[src/rtl/prog_if_pkg.sv]
// Shared types and defaults for the front-panel program loader.
package prog_if_pkg;

   typedef enum logic [2:0] {
      IDLE    = 3'd0,
      ARM     = 3'd1,
      CAPTURE = 3'd2,
      WRITE   = 3'd3,
      RELEASE = 3'd4
   } prog_state_e;

   localparam int DEF_ADDR_WIDTH      = 5;
   localparam int DEF_SYNC_STAGES     = 2;
   localparam int DEF_DEBOUNCE_CYCLES = 4;
   localparam int PROG_DATA_W         = 8;

endpackage

[src/rtl/debounce_sync.sv]
// Synchronizer plus debouncer: an accepted level that flips only after a run of
// identical synchronized samples, with one-cycle rise/fall pulses on each flip.
module debounce_sync #(
   parameter int   SYNC_STAGES     = 2,
   parameter int   DEBOUNCE_CYCLES = 4,
   parameter logic RESET_VAL       = 1'b0
) (
   input  logic clk_i,
   input  logic rst_i,
   input  logic din_i,
   output logic level_o,
   output logic rise_o,
   output logic fall_o
);

   localparam int CNT_W = $clog2(DEBOUNCE_CYCLES + 1);
   localparam logic [CNT_W-1:0] LAST_CNT = CNT_W'(DEBOUNCE_CYCLES - 1);

   logic [SYNC_STAGES-1:0] sync_q;
   logic [CNT_W-1:0]       cnt_q, cnt_d;
   logic                   level_q, level_d;
   logic                   rise_q, rise_d;
   logic                   fall_q, fall_d;
   logic                   sync_s;

   assign sync_s = sync_q[SYNC_STAGES-1];

   // cnt_q counts consecutive samples that disagree with the accepted level
   always_comb begin
      cnt_d   = cnt_q;
      level_d = level_q;
      rise_d  = 1'b0;
      fall_d  = 1'b0;
      if (sync_s == level_q) begin
         cnt_d = '0;
      end else if (cnt_q == LAST_CNT) begin
         cnt_d   = '0;
         level_d = sync_s;
         rise_d  = sync_s;
         fall_d  = ~sync_s;
      end else begin
         cnt_d = cnt_q + CNT_W'(1);
      end
   end

   always_ff @(posedge clk_i) begin
      if (rst_i) begin
         sync_q  <= {SYNC_STAGES{RESET_VAL}};
         cnt_q   <= '0;
         level_q <= RESET_VAL;
         rise_q  <= 1'b0;
         fall_q  <= 1'b0;
      end else begin
         sync_q  <= {sync_q[SYNC_STAGES-2:0], din_i};
         cnt_q   <= cnt_d;
         level_q <= level_d;
         rise_q  <= rise_d;
         fall_q  <= fall_d;
      end
   end

   assign level_o = level_q;
   assign rise_o  = rise_q;
   assign fall_o  = fall_q;

endmodule

[src/rtl/prog_load_rx.sv]
// Front-panel program loader: one debounced strobe press writes the data
// switches to the next instruction-memory address.
module prog_load_rx
   import prog_if_pkg::*;
#(
   parameter int ADDR_WIDTH      = DEF_ADDR_WIDTH,
   parameter int SYNC_STAGES     = DEF_SYNC_STAGES,
   parameter int DEBOUNCE_CYCLES = DEF_DEBOUNCE_CYCLES
) (
   input  logic                   clock,
   input  logic                   reset,
   input  logic                   prog_mode,
   input  logic                   prog_strobe_n,
   input  logic [PROG_DATA_W-1:0] prog_data,
   output logic                   mem_we,
   output logic [ADDR_WIDTH-1:0]  mem_addr,
   output logic [PROG_DATA_W-1:0] mem_wdata,
   output logic [ADDR_WIDTH:0]    byte_count,
   output logic                   busy,
   output logic                   overflow
);

   localparam logic [ADDR_WIDTH:0] FULL_COUNT = {1'b1, {ADDR_WIDTH{1'b0}}};

   prog_state_e            state_q;
   logic                   mem_we_q;
   logic [ADDR_WIDTH-1:0]  mem_addr_q;
   logic [PROG_DATA_W-1:0] mem_wdata_q;
   logic [ADDR_WIDTH:0]    byte_count_q;
   logic                   busy_q;
   logic                   overflow_q;

   logic [PROG_DATA_W-1:0] data_sync_q [SYNC_STAGES];

   logic mode_s, mode_rise_s, mode_fall_s;
   logic strobe_level_s, release_s, press_s;
   logic unused_dbnc_s;

   // Strobe idles high, so its debouncer resets to the released level
   debounce_sync #(
      .SYNC_STAGES     (SYNC_STAGES),
      .DEBOUNCE_CYCLES (DEBOUNCE_CYCLES),
      .RESET_VAL       (1'b1)
   ) u_strobe_dbnc (
      .clk_i   (clock),
      .rst_i   (reset),
      .din_i   (prog_strobe_n),
      .level_o (strobe_level_s),
      .rise_o  (release_s),
      .fall_o  (press_s)
   );

   debounce_sync #(
      .SYNC_STAGES     (SYNC_STAGES),
      .DEBOUNCE_CYCLES (1),
      .RESET_VAL       (1'b0)
   ) u_mode_dbnc (
      .clk_i   (clock),
      .rst_i   (reset),
      .din_i   (prog_mode),
      .level_o (mode_s),
      .rise_o  (mode_rise_s),
      .fall_o  (mode_fall_s)
   );

   assign unused_dbnc_s = ^{mode_rise_s, mode_fall_s, strobe_level_s};

   always_ff @(posedge clock) begin
      if (reset) begin
         for (int i = 0; i < SYNC_STAGES; i++) data_sync_q[i] <= '0;
      end else begin
         data_sync_q[0] <= prog_data;
         for (int i = 1; i < SYNC_STAGES; i++) data_sync_q[i] <= data_sync_q[i-1];
      end
   end

   // A dropped mode always wins over any press seen in the same cycle
   always_ff @(posedge clock) begin
      if (reset) begin
         state_q      <= IDLE;
         mem_we_q     <= 1'b0;
         mem_addr_q   <= '0;
         mem_wdata_q  <= '0;
         byte_count_q <= '0;
         busy_q       <= 1'b0;
         overflow_q   <= 1'b0;
      end else begin
         mem_we_q <= 1'b0;
         case (state_q)
            IDLE: begin
               busy_q <= 1'b0;
               if (mode_s) begin
                  state_q      <= ARM;
                  byte_count_q <= '0;
                  mem_addr_q   <= '0;
                  overflow_q   <= 1'b0;
               end else begin
                  state_q <= IDLE;
               end
            end
            ARM: begin
               if (!mode_s) begin
                  state_q <= IDLE;
               end else if (press_s) begin
                  state_q <= CAPTURE;
                  busy_q  <= 1'b1;
               end else begin
                  state_q <= ARM;
               end
            end
            CAPTURE: begin
               if (!mode_s) begin
                  state_q <= IDLE;
                  busy_q  <= 1'b0;
               end else begin
                  mem_wdata_q <= data_sync_q[SYNC_STAGES-1];
                  if (byte_count_q == FULL_COUNT) begin
                     overflow_q <= 1'b1;
                     state_q    <= RELEASE;
                  end else begin
                     mem_we_q <= 1'b1;
                     state_q  <= WRITE;
                  end
               end
            end
            WRITE: begin
               // The write cycle itself cannot be interrupted by a mode drop
               mem_addr_q   <= mem_addr_q + ADDR_WIDTH'(1);
               byte_count_q <= byte_count_q + (ADDR_WIDTH + 1)'(1);
               if (!mode_s) begin
                  state_q <= IDLE;
                  busy_q  <= 1'b0;
               end else begin
                  state_q <= RELEASE;
               end
            end
            RELEASE: begin
               if (!mode_s) begin
                  state_q <= IDLE;
                  busy_q  <= 1'b0;
               end else if (release_s) begin
                  state_q <= ARM;
                  busy_q  <= 1'b0;
               end else begin
                  state_q <= RELEASE;
               end
            end
            default: begin
               state_q <= IDLE;
               busy_q  <= 1'b0;
            end
         endcase
      end
   end

   assign mem_we     = mem_we_q;
   assign mem_addr   = mem_addr_q;
   assign mem_wdata  = mem_wdata_q;
   assign byte_count = byte_count_q;
   assign busy       = busy_q;
   assign overflow   = overflow_q;

endmodule
[config.mk]
export PLATFORM = sky130hd
export DESIGN_NAME = prog_load_rx
export DESIGN_NICKNAME = d
export VERILOG_FILES = /design/src/rtl/prog_if_pkg.sv /design/src/rtl/debounce_sync.sv /design/src/rtl/prog_load_rx.sv
export SDC_FILE = /design/constraint.sdc
export NUM_CORES = 1
export LEC_CHECK = 0
export CORE_ASPECT_RATIO = 0.6
export CORE_MARGIN = 2
export CORE_UTILIZATION = 51
export DETAILED_ROUTE_END_ITERATION = 8
export GPL_ROUTABILITY_DRIVEN = 0
export PLACE_DENSITY_LB_ADDON = 0.1
export SETUP_SLACK_MARGIN = 0.15
export SLEW_MARGIN = 20
export SYNTH_ARGS = -nofsm -noshare
export SYNTH_HDL_FRONTEND = slang
export SYNTH_SLANG_ARGS = --single-unit
[constraint.sdc]
create_clock -name clock -period 2.3 [get_ports clock]
set_clock_uncertainty 0.15 [all_clocks]
set_input_delay 0.345 -clock clock [delete_from_list [all_inputs] [get_ports clock]]
set_output_delay 0.345 -clock clock [all_outputs]
set_load 0.03 [all_outputs]
---- Yosys cells after proc, flatten, opt, wreduce, memory -nomap -nowiden ----
Memory sizes are Yosys's and may differ from the RTL's. A register that Yosys moved wholly into a read port is not among the register bits.
Index checks and enable logic that the tools add are counted.
storage, ports and cells
  register bits ........................... 29
  output and inout port bits .............. 22
  word-level logic and storage cells ...... 86
  input port bits ......................... 12
  memories ................................ 1
  RAM bits ................................ 16
memory list
  name         depth  bits a word  rd ports  clocked after Yosys merged registers in  wr ports  line                text
  data_sync_q  2      8            2         1                                        2         prog_load_rx.sv:33  logic [PROG_DATA_W-1:0] data_sync_q [SYNC_STAGES];
cells by class
  bitwise gates (word level) .............. 9
  muxes and demuxes ....................... 29
  reductions and logical operators ........ 14
  equality and inequality tests ........... 15
  $add $sub $neg .......................... 4
operators with widths
  kind                                                                      count
  8-bit two-way mux                                                         2
  3-bit two-way mux                                                         5
  3-bit one-hot mux with 5 select lines                                     1
  1-bit two-way mux                                                         13
  6-bit one-hot mux with 2 select lines                                     1
  3-bit OR reduction                                                        4
  5-bit one-hot mux with 2 select lines                                     1
  3-bit by 2-bit == test with 1-bit output (second input constant)          3
  2-bit by 1-bit inequality test with 1-bit output (second input constant)  4
  2-bit AND reduction                                                       4
  4-bit AND reduction                                                       2
  1-bit NOT                                                                 7
  6-bit by 1-bit adder with 6-bit output (second input constant)            1
  6-bit == test (second input constant)                                     1
  6-bit two-way mux                                                         1
  5-bit by 1-bit adder with 5-bit output (second input constant)            1
  5-bit two-way mux                                                         1
  2-bit two-way mux                                                         2
  2-bit inequality test (second input constant)                             2
  2-bit nonzero test                                                        2
  3-bit by 1-bit adder with 3-bit output (second input constant)            1
  3-bit by 1-bit == test with 1-bit output (second input constant)          1
  3-bit == test (second input constant)                                     1
  3-bit zero test                                                           1
  other kinds (7)                                                           9

---- Longest topological paths before layout ----
  depth in word-level cells ............... 4
  gate-level depth with buffers ........... 5
  mapped depth without buffers ............ 5

---- Modules after synthesis ----
A second synthesis with hierarchy kept.
second synthesis, totals
  cells, all modules ...................... 196
  area total of the unflattened synthesis .. 2,052.0 um^2
by module, submodules not included
  module                          area an instance (um^2)  seq. area each (um^2)  cells each  times used
  prog_load_rx                    1,600.3                  820.8                  162         1
  debounce_sync at u_strobe_dbnc  279.0                    160.2                  21          1
  debounce_sync at u_mode_dbnc    172.7                    120.1                  13          1

---- Least setup slack after synthesis ----
OpenSTA, ideal clock, no wires.
  kind .................................... register to register
  start ................................... register byte_count_q[0], in the netlist byte_count[0]
  end ..................................... register state_q[1]
  setup slack ............................. 0.448 ns
  required time ........................... 2.035 ns
  period minus slack after synthesis ...... 1.852 ns
  setup time .............................. 0.115 ns
  arrival time ............................ 1.588 ns
  stages on the path, launching flop included .. 6
  cells stage by stage .................... dfxtp_1 inv_1 ha_1 nor2b_1 a311o_1 a2111oi_0
on the way
  cells in the longest elaborated chain, start to end .. 4
ends and longest elaborated chain
  item                                   line                 text
  start, declared                        prog_load_rx.sv:29   logic [ADDR_WIDTH:0] byte_count_q;
  start signal, assigned                 prog_load_rx.sv:129  byte_count_q <= byte_count_q + (ADDR_WIDTH + 1)'(1);
  6-bit == test                          prog_load_rx.sv:117  if (byte_count_q == FULL_COUNT) begin
  3-bit two-way mux                      prog_load_rx.sv:117
  3-bit two-way mux                      prog_load_rx.sv:112  if (!mode_s) begin
  3-bit one-hot mux with 5 select lines  prog_load_rx.sv:89   case (state_q)
  end signal, assigned                   prog_load_rx.sv:93   state_q <= ARM;
  end signal, assigned                   prog_load_rx.sv:113  state_q <= IDLE;
  end signal, assigned                   prog_load_rx.sv:119  state_q <= RELEASE;
  end, declared                          prog_load_rx.sv:25   prog_state_e state_q;
No other way between the ends.
A chain may end at the register's enable or synchronous reset.

---- Worst setup path after layout ----
  start ................................... register byte_count_q[5], in the netlist byte_count[5]
  end ..................................... output port byte_count[5]
RTL lines
  item           line                text
  end, declared  prog_load_rx.sv:18  output logic [ADDR_WIDTH:0] byte_count,
No word-level cell between the ends.

==> results.json <==
{
  "synth-seq-cells": 53,
  "drt_iter0_markers": 80,
  "synthesis.nets": 222,
  "combPwrFrac": 0.032,
  "r2r_start": "state_q[0]",
  "avgSynthCellArea_um2": 9.55,
  "cts_max_level": 2,
  "clkLatencyLatePin_ns": 0.30,
  "cts_resized": 0,
  "finalCritPeriodShare": 0.865,
  "tritoncts": "built",
  "antenna_left": 0,
  "ys.flop_type": "dfxtp_1",
  "vdd_drop_max_v": 0.000513,
  "nNetsFinal": 253,
  "ys_warn_count": 0,
  "worst-setup-path-type": "register to primary output",
  "crit_arrival_ns": 1.49,
  "p_per_area_nw_per_um2": 674,
  "synth_enable_flop_cells": 0,
  "cp_max_fo": 7,
  "yosysSeqAreaShare": 0.542,
  "n_antenna_cell": 0,
  "async_flop_share": 0,
  "p_clk_frac": 0.393,
  "cts-root-buf": "clkbuf_8",
  "via_per_inst": 5.27,
  "area_growth_syn_to_layout_pct": 24.2,
  "final_common_cell": "dfxtp_1",
  "power_frac_seq": 0.575,
  "drc": 0,
  "path_cells": "clkdlybuf4s50_1",
  "worst_r2r_path_depth": 3,
  "clkSlewWorstSetupHoldPaths_ns": 0.09,
  "start_util": 0.532,
  "cts.sinks": 53,
  "grt_max_degree": 31,
  "setup_viol": 0,
  "hold_violations": 0,
  "required_ns": 1.80,
  "holdBufCountCts": 0,
  "syn_area_um2": 1960,
  "min_period_ns": 1.99,
  "slew_headroom": 0.652,
  "setup_ws_ns": 0.312,
  "status": "completed",
  "p_leak_nw": 0.837,
  "p_sw_w": 0.000317,
  "synth_area_leaders": "dfxtp_1 54%, nor2b_1 6.7%, a21oi_1 5.4%, nand2_1 4.2%, ha_1 3.2%",
  "slew_violations": 0,
  "cts.path.max_buffers": 2,
  "whs_endpoint": "u_strobe_dbnc.sync_q[1]",
  "p_int_w": 0.00132,
  "fp-row-count": 17,
  "mostFrequentLayoutCells": "53 x dfxtp_1, 33 x clkdlybuf4s50_1, 22 x nand2_1, 21 x a21oi_1, 21 x nor2b_1",
  "grt.overflow.total": 0,
  "via_count": 1496,
  "antenna_found_initial": 0,
  "avgRoutedWirePerCell_um": 13.4,
  "min-delay-start": "u_strobe_dbnc.sync_q[0]",
  "cts_setup_buffers": 0,
  "place_ws_ns": 0.488,
  "max_stage_delay_ns": 0.73,
  "grt_pass1_wl_mm": 6.22,
  "fmax_ghz": 0.503,
  "die_area_um2": 4370,
  "synth_cell_types": 37,
  "rsz0062_at_grt": "no",
  "total_power_w": 0.00164,
  "portBuffers": 33,
  "drtPass1Iterations": 4,
  "yosys.area.top_type": "dfxtp_1",
  "numCtsBuffers": 5,
  "final_layout_size_suffix_gt1_frac": 0.0633,
  "first_global_vias": 1374,
  "cp_top_family": "buffers and inverters",
  "wirelength_mm": 3.80,
  "yosys.area.top_type_share": 0.542,
  "dp_hpwl_mm": 2.59,
  "hold_depth": 1,
  "end_kind": "primary output",
  "worst_setup_path_start_kind": "register",
  "cp_num_buf_inv": 1,
  "fin_tns_setup_ns": 0,
  "rr_endpoint": "mem_addr[3]",
  "utilization": 0.661,
  "grt_use_total": 0.185,
  "synthCells": 205,
  "dieHeight_um": 52.0,
  "die_width_um": 84.0,
  "coreArea_um2": 3680,
  "swShare": 0.194,
  "hold_path_class": "register to register",
  "drv_cap": 0,
  "r2r_slack_ns": 0.39,
  "ioPinCount": 34,
  "crit_slowest_cell": "clkdlybuf4s50_1",
  "worst_pin_slew_ns": 0.521
}
-- synth_stat cells, types with 2 or more instances --
cell type / n
a311oi_1: 2
ha_1: 5
nor2b_1: 21
or3_1: 5
or2_2: 3
nand2_1: 22
inv_1: 8
or4b_1: 2
a21oi_1: 21
a211o_1: 2
mux2i_1: 2
nand3b_1: 2
o211ai_1: 5
nor4bb_1: 3
buf_2: 5
nand3_1: 10
clkbuf_1: 7
nand2b_1: 4
nor2_1: 6
dfxtp_1: 53
-- how the worst max path moves through the flow --
| stage | start | to | slack (ns) | cells past startpoint |
|---|---|---|---|---|
| final | byte_count[5] | byte_count[5] | 0.31 | 1 |
| after global routing | state_q[0] | mem_addr[3] | 0.22 | 3 |
| after CTS | byte_count[5] | byte_count[5] | 0.31 | 1 |
| after detailed placement | state_q[0] | mem_addr[3] | 0.49 | 3 |
| after global placement | state_q[2] | mem_addr[2] | 0.60 | 3 |
| after floorplan | byte_count[0] | state_q[1] | 0.45 | 5 |
-- flip-flops by register name, indices dropped and copies added, names as in the netlist, 2 cells and up --
signal	count
mem_wdata	8
mem_addr	5
u_strobe_dbnc.sync_q	2
data_sync_q	16
byte_count	6
u_mode_dbnc.sync_q	2
u_strobe_dbnc.cnt_q	3
state_q	3
-- power groups by stage --
stage | Combinational, W | Sequential [W] | Clock (W)
2_1_floorplan | 0.0000284 | 0.000961 | 0
3_3_place_gp | 0.0000506 | 0.000962 | 0
3_5_place_dp | 0.0000521 | 0.000963 | 0
4_1_cts | 0.0000523 | 0.000942 | 0.000654
5_1_grt | 0.0000572 | 0.000944 | 0.000689
6_report | 0.0000522 | 0.000942 | 0.000644
-- logic make-up after synthesis --
| family | share of synthesized area |
|---|---|
| AND/OR/NAND/NOR | 0.242 |
| flip-flops | 0.542 |
| AO/OA/AOI/OAI | 0.121 |
| buffers and inverters | 0.0473 |
| adder cells (fa/ha/maj) | 0.0319 |
| multiplexers | 0.0102 |
| other | 0.00192 |
| XOR/XNOR | 0.00447 |
-- metal layers --
metal / part of all wire / GRT usage
met1: 0.50 / 0.237
met2: 0.46 / 0.301
met3: 0.035 / 0.0508
met4: 0.0050 / 0.0753
met5: 0 / 0
-- layout make-up --
type | count | area (µm²)
Clock buffer | 7 | 86.3
Clock inverter | 1 | 30.0
Fill cell | 301 | 1250
Inverter | 8 | 30.0
Multi-Input combinational cell | 131 | 805
Sequential cell | 53 | 1060
Tap cell | 47 | 58.8
Timing Repair Buffer | 37 | 360
-- stage by stage --
step | instance area [µm²] | hold WS [ns] | instances
floorplan | 1960 | 0.239 | 205
global placement | 2310 | 0.245 | 276
detailed placement | 2310 | 0.250 | 276
CTS | 2430 | 0.273 | 284
global route | 2430 | 0.293 | 284
finish | 2430 | 0.270 | 284
(Power assumes the default switching activity.)
